`src/rtl/processor_multicycle_control_pkg.sv`:
```
// Shared definitions for the multi-cycle control path: state encoding,
// opcode values, datapath select encodings and the decoded control bundle.
package processor_pkg;

  localparam int OPCODE_W = 6;
  localparam int ALU_OP_W = 2;

  // Binary-encoded controller states; FETCH must stay at zero.
  typedef enum logic [3:0] {
    FETCH  = 4'd0,
    DECODE = 4'd1,
    MEMADR = 4'd2,
    MEMRD  = 4'd3,
    MEMWB  = 4'd4,
    MEMWR  = 4'd5,
    EXEC   = 4'd6,
    ALUWB  = 4'd7,
    BRANCH = 4'd8,
    ADDIEX = 4'd9,
    ADDIWB = 4'd10,
    JUMP   = 4'd11,
    TRAP   = 4'd12
  } ctl_state_t;

  localparam logic [OPCODE_W-1:0] OP_RTYPE = 6'b000000;
  localparam logic [OPCODE_W-1:0] OP_LW    = 6'b100011;
  localparam logic [OPCODE_W-1:0] OP_SW    = 6'b101011;
  localparam logic [OPCODE_W-1:0] OP_BEQ   = 6'b000100;
  localparam logic [OPCODE_W-1:0] OP_ADDI  = 6'b001000;
  localparam logic [OPCODE_W-1:0] OP_J     = 6'b000010;

  localparam logic [ALU_OP_W-1:0] ALU_OP_ADD   = 2'b00;
  localparam logic [ALU_OP_W-1:0] ALU_OP_SUB   = 2'b01;
  localparam logic [ALU_OP_W-1:0] ALU_OP_FUNCT = 2'b10;

  localparam logic [1:0] PC_SRC_ALU    = 2'b00;
  localparam logic [1:0] PC_SRC_ALUOUT = 2'b01;
  localparam logic [1:0] PC_SRC_JUMP   = 2'b10;

  localparam logic [1:0] ALUB_REG    = 2'b00;
  localparam logic [1:0] ALUB_FOUR   = 2'b01;
  localparam logic [1:0] ALUB_IMM    = 2'b10;
  localparam logic [1:0] ALUB_IMM_SH = 2'b11;

  // Full set of datapath controls produced for one cycle.
  typedef struct packed {
    logic                pc_write;
    logic                pc_write_cond;
    logic                i_or_d;
    logic                mem_read;
    logic                mem_write;
    logic                ir_write;
    logic                mem_to_reg;
    logic                reg_dst;
    logic                reg_write;
    logic                alu_src_a;
    logic [1:0]          alu_src_b;
    logic [ALU_OP_W-1:0] alu_op;
    logic [1:0]          pc_src;
    logic                illegal_op;
  } ctl_t;

  // Maps an opcode to the state following DECODE; unrecognised opcodes map to TRAP.
  function automatic ctl_state_t decode_opcode(input logic [OPCODE_W-1:0] op);
    ctl_state_t nxt;
    case (op)
      OP_RTYPE: nxt = EXEC;
      OP_LW:    nxt = MEMADR;
      OP_SW:    nxt = MEMADR;
      OP_BEQ:   nxt = BRANCH;
      OP_ADDI:  nxt = ADDIEX;
      OP_J:     nxt = JUMP;
      default:  nxt = TRAP;
    endcase
    return nxt;
  endfunction

endpackage

```
`src/rtl/processor_multicycle_control_if.sv`:
```
// Bundle between the control FSM (master) and the multi-cycle datapath
// (slave): opcode and memory handshake in, datapath controls out.
interface processor_multicycle_control_if #(
  parameter int OPCODE_W = processor_pkg::OPCODE_W,
  parameter int ALU_OP_W = processor_pkg::ALU_OP_W
);
  logic [OPCODE_W-1:0] opcode;
  logic                mem_ready;
  logic                pc_write;
  logic                pc_write_cond;
  logic                i_or_d;
  logic                mem_read;
  logic                mem_write;
  logic                ir_write;
  logic                mem_to_reg;
  logic                reg_dst;
  logic                reg_write;
  logic                alu_src_a;
  logic [1:0]          alu_src_b;
  logic [ALU_OP_W-1:0] alu_op;
  logic [1:0]          pc_src;
  logic                illegal_op;

  modport master (
    input  opcode, mem_ready,
    output pc_write, pc_write_cond, i_or_d, mem_read, mem_write, ir_write,
           mem_to_reg, reg_dst, reg_write, alu_src_a, alu_src_b, alu_op,
           pc_src, illegal_op
  );

  modport slave (
    output opcode, mem_ready,
    input  pc_write, pc_write_cond, i_or_d, mem_read, mem_write, ir_write,
           mem_to_reg, reg_dst, reg_write, alu_src_a, alu_src_b, alu_op,
           pc_src, illegal_op
  );
endinterface

```
`src/rtl/processor_ctl_state_decode.sv`:
```
// Moore output decode: maps the current controller state (plus the memory
// handshake, which only gates the fetch-time writes) to datapath controls.
module processor_ctl_state_decode
  import processor_pkg::*;
(
  input  ctl_state_t state_i,
  input  logic       mem_ready_i,
  output ctl_t       ctl_o
);

  // Per-state control values; anything not set stays inactive.
  always_comb begin
    ctl_o = '0;
    case (state_i)
      FETCH: begin
        ctl_o.mem_read  = 1'b1;
        ctl_o.i_or_d    = 1'b0;
        ctl_o.alu_src_a = 1'b0;
        ctl_o.alu_src_b = ALUB_FOUR;
        ctl_o.alu_op    = ALU_OP_ADD;
        // IR and PC only update once the instruction word is actually there.
        ctl_o.ir_write  = mem_ready_i;
        ctl_o.pc_write  = mem_ready_i;
      end
      DECODE: begin
        ctl_o.alu_src_b = ALUB_IMM_SH;
        ctl_o.alu_op    = ALU_OP_ADD;
      end
      MEMADR, ADDIEX: begin
        ctl_o.alu_src_a = 1'b1;
        ctl_o.alu_src_b = ALUB_IMM;
      end
      MEMRD: begin
        ctl_o.mem_read = 1'b1;
        ctl_o.i_or_d   = 1'b1;
      end
      MEMWB: begin
        ctl_o.reg_write  = 1'b1;
        ctl_o.mem_to_reg = 1'b1;
        ctl_o.reg_dst    = 1'b0;
      end
      MEMWR: begin
        ctl_o.mem_write = 1'b1;
        ctl_o.i_or_d    = 1'b1;
      end
      EXEC: begin
        ctl_o.alu_src_a = 1'b1;
        ctl_o.alu_op    = ALU_OP_FUNCT;
      end
      ALUWB: begin
        ctl_o.reg_write = 1'b1;
        ctl_o.reg_dst   = 1'b1;
      end
      BRANCH: begin
        ctl_o.alu_src_a     = 1'b1;
        ctl_o.alu_op        = ALU_OP_SUB;
        ctl_o.pc_write_cond = 1'b1;
        ctl_o.pc_src        = PC_SRC_ALUOUT;
      end
      ADDIWB: begin
        ctl_o.reg_write = 1'b1;
        ctl_o.reg_dst   = 1'b0;
      end
      JUMP: begin
        ctl_o.pc_write = 1'b1;
        ctl_o.pc_src   = PC_SRC_JUMP;
      end
      TRAP: begin
        ctl_o.illegal_op = 1'b1;
      end
      default: begin
        // Unreachable encodings report as a trap with no strobes.
        ctl_o.illegal_op = 1'b1;
      end
    endcase
  end

endmodule

```
`src/rtl/processor_multicycle_control.sv`:
```
// Multi-cycle control FSM: sequences fetch/decode/execute/memory/write-back,
// waits on the memory handshake and traps on unsupported opcodes.
module processor_multicycle_control
  import processor_pkg::*;
(
  input  logic                           clk,
  input  logic                           rst,
  processor_multicycle_control_if.master bus
);

  ctl_state_t state_q;
  ctl_state_t state_d;
  ctl_t       dec_ctl_s;
  ctl_t       ctl_s;

  // Next-state selection from the current state, opcode and memory handshake.
  always_comb begin
    state_d = state_q;
    case (state_q)
      FETCH: begin
        if (bus.mem_ready) state_d = DECODE;
        else               state_d = FETCH;
      end
      DECODE: state_d = decode_opcode(bus.opcode);
      MEMADR: begin
        // IR is held, so the same opcode picks the load or store path.
        if (bus.opcode == OP_LW)      state_d = MEMRD;
        else if (bus.opcode == OP_SW) state_d = MEMWR;
        else                          state_d = TRAP;
      end
      MEMRD: begin
        if (bus.mem_ready) state_d = MEMWB;
        else               state_d = MEMRD;
      end
      MEMWB:  state_d = FETCH;
      MEMWR: begin
        if (bus.mem_ready) state_d = FETCH;
        else               state_d = MEMWR;
      end
      EXEC:    state_d = ALUWB;
      ALUWB:   state_d = FETCH;
      BRANCH:  state_d = FETCH;
      ADDIEX:  state_d = ADDIWB;
      ADDIWB:  state_d = FETCH;
      JUMP:    state_d = FETCH;
      TRAP:    state_d = TRAP;
      default: state_d = TRAP;
    endcase
  end

  // State register with synchronous reset back to FETCH.
  always_ff @(posedge clk) begin
    if (rst) state_q <= FETCH;
    else     state_q <= state_d;
  end

  processor_ctl_state_decode u_decode (
    .state_i     (state_q),
    .mem_ready_i (bus.mem_ready),
    .ctl_o       (dec_ctl_s)
  );

  // Reset forces every control low so no partial write-back can escape.
  always_comb begin
    if (rst) ctl_s = '0;
    else     ctl_s = dec_ctl_s;
  end

  assign bus.pc_write      = ctl_s.pc_write;
  assign bus.pc_write_cond = ctl_s.pc_write_cond;
  assign bus.i_or_d        = ctl_s.i_or_d;
  assign bus.mem_read      = ctl_s.mem_read;
  assign bus.mem_write     = ctl_s.mem_write;
  assign bus.ir_write      = ctl_s.ir_write;
  assign bus.mem_to_reg    = ctl_s.mem_to_reg;
  assign bus.reg_dst       = ctl_s.reg_dst;
  assign bus.reg_write     = ctl_s.reg_write;
  assign bus.alu_src_a     = ctl_s.alu_src_a;
  assign bus.alu_src_b     = ctl_s.alu_src_b;
  assign bus.alu_op        = ctl_s.alu_op;
  assign bus.pc_src        = ctl_s.pc_src;
  assign bus.illegal_op    = ctl_s.illegal_op;

endmodule

```
`src/flat_wrapper.sv`:
```
// flat-port wrapper written by rule: the top's interface ports become plain ports
module processor_multicycle_control_flat import processor_pkg::*;
  (clk, rst, bus_opcode, bus_mem_ready, bus_pc_write, bus_pc_write_cond, bus_i_or_d, bus_mem_read, bus_mem_write, bus_ir_write, bus_mem_to_reg, bus_reg_dst, bus_reg_write, bus_alu_src_a, bus_alu_src_b, bus_alu_op, bus_pc_src, bus_illegal_op);
  processor_multicycle_control_if bus_i ();
  input  logic clk;
  input  logic rst;
  input wire logic [$bits(bus_i.opcode)-1:0] bus_opcode;
  input wire logic [$bits(bus_i.mem_ready)-1:0] bus_mem_ready;
  output wire logic [$bits(bus_i.pc_write)-1:0] bus_pc_write;
  output wire logic [$bits(bus_i.pc_write_cond)-1:0] bus_pc_write_cond;
  output wire logic [$bits(bus_i.i_or_d)-1:0] bus_i_or_d;
  output wire logic [$bits(bus_i.mem_read)-1:0] bus_mem_read;
  output wire logic [$bits(bus_i.mem_write)-1:0] bus_mem_write;
  output wire logic [$bits(bus_i.ir_write)-1:0] bus_ir_write;
  output wire logic [$bits(bus_i.mem_to_reg)-1:0] bus_mem_to_reg;
  output wire logic [$bits(bus_i.reg_dst)-1:0] bus_reg_dst;
  output wire logic [$bits(bus_i.reg_write)-1:0] bus_reg_write;
  output wire logic [$bits(bus_i.alu_src_a)-1:0] bus_alu_src_a;
  output wire logic [$bits(bus_i.alu_src_b)-1:0] bus_alu_src_b;
  output wire logic [$bits(bus_i.alu_op)-1:0] bus_alu_op;
  output wire logic [$bits(bus_i.pc_src)-1:0] bus_pc_src;
  output wire logic [$bits(bus_i.illegal_op)-1:0] bus_illegal_op;
  assign bus_i.opcode = bus_opcode;
  assign bus_i.mem_ready = bus_mem_ready;
  assign bus_pc_write = bus_i.pc_write;
  assign bus_pc_write_cond = bus_i.pc_write_cond;
  assign bus_i_or_d = bus_i.i_or_d;
  assign bus_mem_read = bus_i.mem_read;
  assign bus_mem_write = bus_i.mem_write;
  assign bus_ir_write = bus_i.ir_write;
  assign bus_mem_to_reg = bus_i.mem_to_reg;
  assign bus_reg_dst = bus_i.reg_dst;
  assign bus_reg_write = bus_i.reg_write;
  assign bus_alu_src_a = bus_i.alu_src_a;
  assign bus_alu_src_b = bus_i.alu_src_b;
  assign bus_alu_op = bus_i.alu_op;
  assign bus_pc_src = bus_i.pc_src;
  assign bus_illegal_op = bus_i.illegal_op;
  processor_multicycle_control u_core (.clk(clk), .rst(rst), .bus(bus_i));
endmodule
```
`config.mk`:
```
export PLATFORM = sky130hd
export DESIGN_NAME = processor_multicycle_control_flat
export DESIGN_NICKNAME = d
export VERILOG_FILES = /design/src/rtl/processor_multicycle_control_pkg.sv /design/src/rtl/processor_multicycle_control_if.sv /design/src/rtl/processor_ctl_state_decode.sv /design/src/rtl/processor_multicycle_control.sv /design/src/flat_wrapper.sv
export SDC_FILE = /design/constraint.sdc
export NUM_CORES = 1
export LEC_CHECK = 0
export CAP_MARGIN = 20
export CORE_ASPECT_RATIO = 1.25
export CORE_MARGIN = 4
export CORE_UTILIZATION = 44
export CTS_BUF_LIST = sky130_fd_sc_hd__clkbuf_8 sky130_fd_sc_hd__clkbuf_16
export DETAILED_ROUTE_END_ITERATION = 12
export HOLD_SLACK_MARGIN = 0.05
export PLACE_DENSITY = 0.78
export SLEW_MARGIN = 20
export SYNTH_ARGS = -nofsm -noshare
export SYNTH_HDL_FRONTEND = slang
export SYNTH_HIERARCHICAL = 1
export SYNTH_SLANG_ARGS = --single-unit
```
`constraint.sdc`:
```
create_clock -name clk -period 1.75 [get_ports clk]
set_input_delay 0.4375 -clock clk [delete_from_list [all_inputs] [get_ports clk]]
set_output_delay 0.4375 -clock clk [all_outputs]
set_load 0.005 [all_outputs]
```
==> metrics.md <==
| Metric | Value |
|---|---|
| # H-tree levels | `1` |
| Type of the worst min-delay path | `reg -> reg` |
| Synth top area cells | `nor2b_1 (14%), dfxtp_1 (11%), nand2b_1 (5.9%)` |
| Worst skew pair latency | `approximately 210 ps` |
| CTS tree | `done` |
| CP max stage delay | `roughly 550 ps` |
| RePlAce Congestion | `0.838` |
| PwrDens | `541 mW/mm2` |
| Seq cells post-synth | `4` |
| Clock sinks | `4` |
| Worst vdd ir | `0.000660 V` |
| Final period utilization | `111%` |
| Worst clock skew | `1.69 ps` |
| Clock slew at the register clock pins of the worst setup and hold paths | `30 ps` |
| Reg2reg start | `u_core/state_q[1]` |
| Distinct cells, synth | `41` |
| Final-report max-slew violation count | `0` |
| Worst rel slew slack | `just under 80%` |
| Launching element type of the critical path | `flop` |
| Part of the Yosys area used for sequential elements | `10.7%` |
| GRT Overall Usage | `about a fifth` |
| Final setup margin | `-196 ps` |
| Crit path from | `u_core/state_q[0]` |
| Area share of the largest cell type after synthesis | `14.2%` |
| Max reg flops | `4` |
| Layout cells sized above 1 | `48.0%` |
| Minimum clock period | `around 1900 ps` |
| Ys Warns | `6` |
| Synth Cell Area | `747 um2` |
| Mapped Avg Cell Area | `roughly 7 um2` |
| Final Core Density | `80.5%` |
| Die area | `0.00242 mm2` |
| Port Buffer Count | `25` |
| Final wirelength | `2440 um` |
| Ports | `26` |
| Dpl hpwl | `1440 um` |
| Root Buffer | `clkbuf_8` |
| Setup TNS | `-1270 ps` |
| Status | `finished with violations` |
| DIE HEIGHT | `around 54 um` |
| CTS Hold Bufs | `0` |
| First-pass GRT wire length | `approximately 3600 um` |
| RSZ-0062 raised after global routing | `yes` |
| Vias per inst | `5.32` |
| Net count, final | `161` |
| FP Rows | `16` |
| Synth Area in XOR/XNOR | `4.69%` |
| Flop-to-flop setup slack | `290 ps` |
| Most frequent cells in the layout | `buf_2 (14), nor2b_1 (14), buf_4 (13)` |
| Core ar. | `approximately 0.0016 mm2` |
| Simple-Gate Fraction of Synth Area | `around 55%` |
| Initial antenna violation count | `0` |
| # setup viols final | `14` |
| Fin. Hold Viols | `0` |
| Synth area leader | `nor2b_1` |
| Vias | `893` |
| Routed Antenna Nets | `0` |
| Worst-margin pin slew | `315 ps` |
| Synth Area in Compound Gates | `16.2%` |
| Largest register by flop count | `u_core/state_q` |
| 1st-iter DRT viols | `12` |
| CP Class | `reg -> out` |
| WP buf/inv | `1` |
| Critical path arrival | `~1500 ps` |
| Required @ worst endpoint | `1310 ps` |
| Setup crit end kind | `output port` |
| WL per Instance | `14.5 um` |
| Ant. Diodes | `0` |
| Total of max-cap violations | `0` |
| Largest net degree at the start of global routing | `12` |
| Slowest-stage cell, CP | `or4b_4` |
| Syn Inst Count | `107` |
| Multiplexer area fraction after synthesis | `1.34%` |
| FF-to-FF End | `u_core/state_q[0]` |
| Crit path cell chain | `or4b_4 > a21oi_2 > nor2b_1 > buf_2` |
| Syn Nets | `116` |
| Finished Layout Cells | `168` |
| Synth-to-Final Area Change | `70.5%` |
| CP Max Fanout | `5` |
| CP top delay family | `simple AND/OR/NAND/NOR gates` |
| Regs by FF count | `u_core/state_q (4)` |
| DP Cell Count | `156` |
| Worst reg2reg path depth | `6` |
| Total Power | `0.690 mW` |
| Clock Path Buffers | `2` |
| Initial Util | `47.2%` |
| Critical Path Sink | `bus_pc_write` |
| Vias in the first global route | `822` |
| Detailed Routing Iterations Pass 1 | `4` |
| Failing checks | `negative setup slack` |
| FMAX | `514 MHz` |
| Grt ovf | `0` |
| Num CTS Buffers | `3` |
| DR DRC count | `0` |
| Cell count along the critical path | `4` |
| LEAKAGE | `between 0.5 and 0.6 nW` |
| Adder-cell share of the synthesized area | `0%` |
| Largest family of logic cells by synthesized area | `simple AND/OR/NAND/NOR gates` |
| Die W | `44.9 um` |
[layout make-up]
class | instances | area [um2]
clock buffers | 3 | 41.3
repair buffers | 51 | 454
inverters | 2 | 7.51
flip-flops and latches | 4 | 92.6
well taps | 18 | 22.5
multi-input cells | 90 | 656
fillers | 103 | 308
[what timing repair did]
action                     CTS  global route
cloned                       1             0
pin swaps                    5             9
setup endpoints to repair   17            16
resized for setup           77            29
buffers inserted             4             5
[worst register-to-register path: cells and delay by family (launching register included)]
family | cells | cell delay, ps
simple gates | 2 | 380
flops | 1 | 370
compound gates | 2 | 350
buf+inv | 2 | 270
[metal layers]
metal  vias up  GRT usage (%)  routed length [um]
met3         2           4.35                 136
met2        32           38.0                1330
met1       399           19.0                 952
li1        460              -                   -
met4         0           12.7                  25
met5         -              0                   0
[power by group]
group,internal (mW),leakage [nW],switching (mW)
combinational,0.218,0.487,0.165
sequential,0.103,0.0353,0.0157
clock,0.146,0.0216,0.0420
total,0.467,0.544,0.223
[stage by stage]
step | worst slack (ps) | instance area [um2] | hold WS [ps]
4_1_cts | -149 | 1190 | 627
3_3_place_gp | -808 | 1080 | 703
5_1_grt | -248 | 1270 | 732
6_report | -196 | 1270 | 705
2_1_floorplan | 24.6 | 747 | 597
3_5_place_dp | -792 | 1080 | 711
[synthesized netlist by cell type (all sizes together)]
cell and count:
o21a 1, or4b 2, nand3 3, o21ai 9, nor3 6, nor3b 4, and3 3, or2b 1
xor2 1, o211ai 1, a211oi 1, nand3b 1, mux2i 1, nand2 4, nor4 3, a21oi 4
nand4 1, xnor2 3, a21o 1, and2b 1, dfxtp 4, nor2b 17, clkbuf 4, a31oi 2
o2111ai 1, inv 2, nor2 8, buf 7, nand4b 1, and2 1, or3b 1, nand2b 8
[kinds of logic after synthesis]
logic type | after synthesis
muxes | 1
buffers and inverters | 13
AOI/OAI and AO/OA | 20
DFF | 4
xor gates and xnor gates | 4
and+or+nand+nor | 65
[worst min path at each step]
stage,start,to,depth (start not counted),slack [ps]
global placement,u_core/state_q[1],u_core/state_q[1],4,700
global route,u_core/state_q[3],u_core/state_q[0],3,730
CTS,u_core/state_q[3],u_core/state_q[0],2,630
detailed placement,u_core/state_q[1],u_core/state_q[1],4,710
finish,u_core/state_q[0],u_core/state_q[2],3,700
floorplan,u_core/state_q[2],u_core/state_q[0],3,600
Power figures use the tool's default switching activity.
